[config.mk]
export PLATFORM = sky130hd
export DESIGN_NAME = step_input_ctrl
export DESIGN_NICKNAME = d
export VERILOG_FILES = /design/src/rtl/step_input_ctrl_pkg.sv /design/src/rtl/button_debounce.sv /design/src/rtl/step_input_ctrl.sv
export SDC_FILE = /design/constraint.sdc
export NUM_CORES = 1
export LEC_CHECK = 0
export ABC_AREA = 1
export CAP_MARGIN = 25
export CORE_MARGIN = 3
export CORE_UTILIZATION = 50
export CTS_CLUSTER_DIAMETER = 50
export DETAILED_ROUTE_END_ITERATION = 7
export GPL_TIMING_DRIVEN = 0
export PLACE_DENSITY = 0.7
export SYNTH_ARGS = -nofsm -noshare
export SYNTH_HDL_FRONTEND = slang
export SYNTH_SLANG_ARGS = --single-unit
[constraint.sdc]
create_clock -name clk -period 3.6 [get_ports clk]
set_input_delay 0.36 -clock clk [delete_from_list [all_inputs] [get_ports clk]]
set_output_delay 0.36 -clock clk [all_outputs]
set_load 0.005 [all_outputs]
[src/rtl/step_input_ctrl_pkg.sv]
// Shared types and defaults for the board-input conditioning stage.
// Latency: n/a (types and constants only).
// Backpressure: n/a.
package step_input_ctrl_pkg;

   // Run-mode state encoding
   typedef enum logic [0:0] {
      MANUAL = 1'b0,
      AUTO   = 1'b1
   } mode_e;

   localparam int DEF_SYNC_STAGES = 2;
   localparam int DEF_DB_CYCLES   = 500000;    // 5 ms at 100 MHz
   localparam int DEF_AUTO_DIV    = 25000000;  // 4 Hz at 100 MHz
   localparam int STEP_CNT_W      = 16;

   // Counter width for a modulus of n; a modulus of 1 still needs one bit.
   function automatic int cnt_width(input int n);
      return (n > 1) ? $clog2(n) : 1;
   endfunction

endpackage

[src/rtl/button_debounce.sv]
// Synchronises one raw push-button, debounces it and emits a press pulse.
// Latency: press high the cycle after edge SYNC_STAGES+DB_CYCLES (edge 0 samples the new level).
// Backpressure: none; the pulse is lost if nothing consumes it.
//
// Ports: clk/rst (async active-low), btn raw level, press one-cycle rising-edge pulse.
module button_debounce
   import step_input_ctrl_pkg::*;
#(
   parameter int SYNC_STAGES = DEF_SYNC_STAGES,
   parameter int DB_CYCLES   = DEF_DB_CYCLES
) (
   input  logic clk,
   input  logic rst,
   input  logic btn,
   output logic press
);

   localparam int            CW       = cnt_width(DB_CYCLES);
   localparam logic [CW-1:0] CNT_LAST = CW'(DB_CYCLES - 1);

   logic [SYNC_STAGES-1:0] sync_q;
   logic                   stable_q;
   logic                   stable_d_q;
   logic [CW-1:0]          cnt_q;
   logic                   lvl;

   assign lvl = sync_q[SYNC_STAGES-1];

   always_ff @(posedge clk or negedge rst) begin
      if (!rst) begin
         sync_q     <= '0;
         stable_q   <= 1'b0;
         stable_d_q <= 1'b0;
         cnt_q      <= '0;
         press      <= 1'b0;
      end else begin
         sync_q <= {sync_q[SYNC_STAGES-2:0], btn};

         // Any agreement with the stable level restarts the stability window.
         if (lvl == stable_q) begin
            cnt_q <= '0;
         end else if (cnt_q == CNT_LAST) begin
            stable_q <= lvl;
            cnt_q    <= '0;
         end else begin
            cnt_q <= cnt_q + CW'(1);
         end

         // Registered edge detect keeps the pulse off any combinational path.
         stable_d_q <= stable_q;
         press      <= stable_q & ~stable_d_q;
      end
   end

endmodule

[src/rtl/step_input_ctrl.sv]
// Conditions board buttons/switches and generates the processor step enable.
// Latency: sw_sync SYNC_STAGES edges; manual step_en after edge SYNC_STAGES+DB_CYCLES+1.
// Backpressure: none; step_en is a free-running one-cycle strobe.
//
// Ports: clk/rst (async active-low), btn_step/btn_mode raw buttons, sw raw switches,
//        sw_sync synchronised switches, step_en strobe, auto_mode run mode,
//        step_cnt wrapping count of step_en pulses.
module step_input_ctrl
   import step_input_ctrl_pkg::*;
#(
   parameter int N_SW        = 5,
   parameter int SYNC_STAGES = DEF_SYNC_STAGES,
   parameter int DB_CYCLES   = DEF_DB_CYCLES,
   parameter int AUTO_DIV    = DEF_AUTO_DIV
) (
   input  logic                  clk,
   input  logic                  rst,
   input  logic                  btn_step,
   input  logic                  btn_mode,
   input  logic [N_SW-1:0]       sw,
   output logic [N_SW-1:0]       sw_sync,
   output logic                  step_en,
   output logic                  auto_mode,
   output logic [STEP_CNT_W-1:0] step_cnt
);

   localparam logic [0:0] ST_MANUAL = MANUAL;
   localparam logic [0:0] ST_AUTO   = AUTO;

   localparam int            DW       = cnt_width(AUTO_DIV);
   localparam logic [DW-1:0] DIV_LAST = DW'(AUTO_DIV - 1);

   logic                              press_step;
   logic                              press_mode;
   logic [SYNC_STAGES-1:0][N_SW-1:0]  sw_pipe;
   logic [0:0]                        state_q;
   logic [DW-1:0]                     div_q;
   logic                              div_wrap;
   logic                              next_step;

   button_debounce #(
      .SYNC_STAGES (SYNC_STAGES),
      .DB_CYCLES   (DB_CYCLES)
   ) u_db_step (
      .clk   (clk),
      .rst   (rst),
      .btn   (btn_step),
      .press (press_step)
   );

   button_debounce #(
      .SYNC_STAGES (SYNC_STAGES),
      .DB_CYCLES   (DB_CYCLES)
   ) u_db_mode (
      .clk   (clk),
      .rst   (rst),
      .btn   (btn_mode),
      .press (press_mode)
   );

   // Switches are level inputs for the display path; synchronise only.
   always_ff @(posedge clk or negedge rst) begin
      if (!rst) begin
         sw_pipe <= '0;
      end else begin
         sw_pipe <= {sw_pipe[SYNC_STAGES-2:0], sw};
      end
   end

   assign sw_sync  = sw_pipe[SYNC_STAGES-1];
   assign div_wrap = (div_q == DIV_LAST);

   // The step decision uses only the current state, so a mode press in the
   // same cycle neither suppresses a due auto step nor a manual press.
   always_comb begin
      next_step = 1'b0;
      if (state_q == ST_AUTO) begin
         next_step = div_wrap;
      end else begin
         next_step = press_step;
      end
   end

   always_ff @(posedge clk or negedge rst) begin
      if (!rst) begin
         state_q  <= ST_MANUAL;
         div_q    <= '0;
         step_en  <= 1'b0;
         step_cnt <= '0;
      end else begin
         case (state_q)
            ST_MANUAL: begin
               if (press_mode) begin
                  state_q <= ST_AUTO;
                  div_q   <= '0;
               end
            end
            ST_AUTO: begin
               div_q <= div_wrap ? '0 : div_q + DW'(1);
               if (press_mode) begin
                  state_q <= ST_MANUAL;
               end
            end
            default: begin
               state_q <= ST_MANUAL;
            end
         endcase

         step_en  <= next_step;
         step_cnt <= step_cnt + STEP_CNT_W'(next_step);
      end
   end

   assign auto_mode = (state_q == ST_AUTO);

endmodule

==> flow_summary.yaml <==
clock_network:
  h-tree-depth: 3
  cts_setup_buffers: 0
  clkLatencyLatePin_ns: 0.37
  ctsHoldBuffers: 1
  clock_tree.buffer_depth: 2
  clockRootBuffer: "clkbuf_8"
  cts_buffers: 9
  cts.sinks: 101
  tritoncts: "yes"
  cts_resized: 0
  clk_pin_slew_ns: 0.10
synthesis:
  synth-seq-cells: 101
  yosysUniqueCellTypes: 35
  synth_most_common_cell: "nand2_1"
  synth-edff-count: 0
  synthArstFlopShare: 1.00
  yosys-top-cells-area: "dfrtp_1, nand2_1, nor2_1, xor2_1, inv_1"
  yosysWarnings: 0
  netlist.area_leader.share: 0.510
  synth.avg_cell_area_um2: 8.36
  synthesis.area_mm2: 0.00495
  yosysTopAreaCell: "dfrtp_1"
  ys_seq_area_frac: 0.510
  ys_top_cells_by_count: "nand2_1, nor2_1, dfrtp_1"
  synth_cells: 593
  synthesis.nets: 609
  synth_ff_type: "dfrtp_1"
placement:
  io_buffer_count: 31
  place_congestion: 0.885
  dpl_cell_area_mm2: 0.00545
  placed_cells: 754
  hpwl_um: 6350
critical_path:
  cp_data_required_time_ns: 3.90
  critPathArrivalTime_ns: 2.90
  crit_path_max_fanout: 3
  r2r_start: "div_q[0]"
  reg2reg_slack_ns: 1.0
  reg2reg_depth: 17
  cp-start-kind: "flop"
  r2r_end: "step_cnt[12]"
  endpoint_kind: "flop"
  crit_type: "flop to flop"
power_and_ir_drop:
  switching_power_w: 0.000446
  ir_worst_vdd_v: 0.000244
  p_int_w: 0.00150
  power_density_mw_per_mm2: 344
  fin_total_pwr_w: 0.00195
  seq_power_share: 0.592
  switching_share: 0.229
  power.leakage_nw: 2.58
  combPwrFrac: 0.032
  clkPwrFrac: 0.376
outcome:
  status: "finished clean"
global_routing:
  grt_usage: 0.176
  grt_max_degree: 71
  grt_pass1_wl_um: 16200
  grt_pass1_vias: 3656
  antenna_found_initial: 0
  overflow: 0
floorplanning:
  fp.coreArea_mm2: 0.00942
  rows: 35
  start_util: 0.526
  die_area_mm2: 0.0111
  ios: 32
  die_width_um: 106
  fp.dieH_um: 106
drt:
  vias: 3702
  ant_nets: 0
  drt-initial-drc-count: 121
  wl_um: 8670
  detail_route.drc_violations: 0
  dr.pass1.iters: 4
  wl_per_cell_um: 11.2
  vias_per_cell: 4.80
cells_and_area:
  syn2layout_area_growth_pct: 14.2
  n_fill_cell: 855
  antennaDiodeCount: 0
  instances_no_fill: 771
  fin_area_mm2: 0.00566
  fin_nets: 653
  layout-drive-gt1-share: 0.0841
hold_path:
  min_path_type: "flop to flop"
  worstHoldPathCells: 0
  min_to: "u_db_mode.sync_q[1]"
  hold_start: "u_db_mode.sync_q[0]"
timing:
  fin_crit_ns: 2.60
  max_slew.worst_pin.slew_ns: 0.466
  drv_slew: 0
  relSlewSlack: 0.687
  fin_crit_sh: 0.722
  setup_viol: 0
  fmaxAchievable_mhz: 385
  grt_setup_unrepaired: "false"
  hold_viol: 0
  clock-skew-final_ns: 0.00951
run:
  cap_violations: 0
layout by cell type, fill, tap and decap left out, types with 13 or more instances in the layout:
master             n
clkdlybuf4s50_1   30
dfrtp_1          101
inv_1             65
nand2_1          130
nand3_1           34
nand4_1           13
nor2_1           121
nor2_2            17
nor3_1            20
xor2_1            33
kinds of logic after synthesis:
logic type | Yosys count | share of synthesized area
and+or+nand+nor | 349 | 0.310
DFF | 101 | 0.510
buffers and inverters | 77 | 0.0682
xor gates and xnor gates | 41 | 0.0725
AOI/OAI and AO/OA | 18 | 0.0220
adders and majority gates | 7 | 0.0177
cell type report:
| type | instances | area, um2 | share of cell area |
|---|---|---|---|
| clock buffer | 10 | 128 | 0.0226 |
| inverter | 69 | 272 | 0.0480 |
| multi-input combinational | 415 | 2090 | 0.369 |
| clock inverter | 6 | 68.8 | 0.0122 |
| sequential | 101 | 2530 | 0.447 |
| tap | 129 | 161 | 0.0285 |
| timing repair buffer | 33 | 345 | 0.0610 |
| buffer | 8 | 66.3 | 0.0117 |
power by group through the flow:
stage / clock [W] / sequential (W) / combinational, W
final: 0.000731 / 0.00115 / 0.0000624
after CTS: 0.000764 / 0.00115 / 0.0000658
after global routing: 0.000802 / 0.00115 / 0.0000728
after floorplan: 0 / 0.00117 / 0.0000204
after detailed placement: 0 / 0.00118 / 0.0000646
after global placement: 0 / 0.00118 / 0.0000606
per-layer routing:
metal | wire length [um] | track usage | part of all wire | vias to the layer above
li1 | - | - | - | 1915
met1 | 4010 | 0.222 | 0.46 | 1728
met2 | 4290 | 0.299 | 0.49 | 45
met3 | 256 | 0.0429 | 0.030 | 14
met4 | 111 | 0.0555 | 0.013 | 0
met5 | 0 | 0 | 0 | -
critical path: stages (launching register included):
cell     delay [ns]
dfrtp_1        0.39
ha_1           0.18
nand2_1        0.07
inv_1          0.06
nand2_2        0.07
nor2_2         0.12
nand2_2        0.08
nand2_4        0.10
o21a_1         0.18
ha_1           0.17
ha_1           0.16
nand2_1        0.05
inv_1          0.09
nand2_1        0.09
nor2_1         0.24
nand3_1        0.16
nor2_1         0.15
xor2_1         0.17
state kept, by name, indices dropped and copies added, names as in the netlist:
register and count:
u_db_step.sync_q 2, u_db_step.cnt_q 19, u_db_step.stable_d_q 1, sw_sync 5, u_db_mode.press 1, u_db_mode.stable_q 1, u_db_mode.stable_d_q 1, div_q 25
u_db_mode.cnt_q 19, step_cnt 16, u_db_mode.sync_q 2, u_db_step.stable_q 1, sw_pipe 5, auto_mode 1, u_db_step.press 1, step_en 1
how the worst max path moves through the flow:
stage / start / end / slack (ns) / cells past startpoint
after global routing: div_q[0] / step_cnt[12] / 0.65 / 17
final: div_q[0] / step_cnt[12] / 1.0 / 17
after detailed placement: div_q[0] / step_cnt[12] / 1.05 / 17
after global placement: rst / u_db_step.cnt_q[15] / -1.61 / 1
after floorplan: div_q[0] / step_cnt[12] / 1.36 / 17
after CTS: div_q[0] / step_cnt[12] / 0.97 / 17
through the flow:
stage	utilization	hold WS [ns]	setup TNS, ns	setup WS [ns]
floorplan	-	0.0644	0	1.36
finish	0.601	0.356	0	0.999
CTS	0.601	0.357	0	0.971
detailed placement	0.579	0.333	0	1.05
global placement	0.576	0.333	-161.42	-1.61
global route	0.601	0.363	0	0.651
No activity file was read; power rests on OpenSTA's default activity.
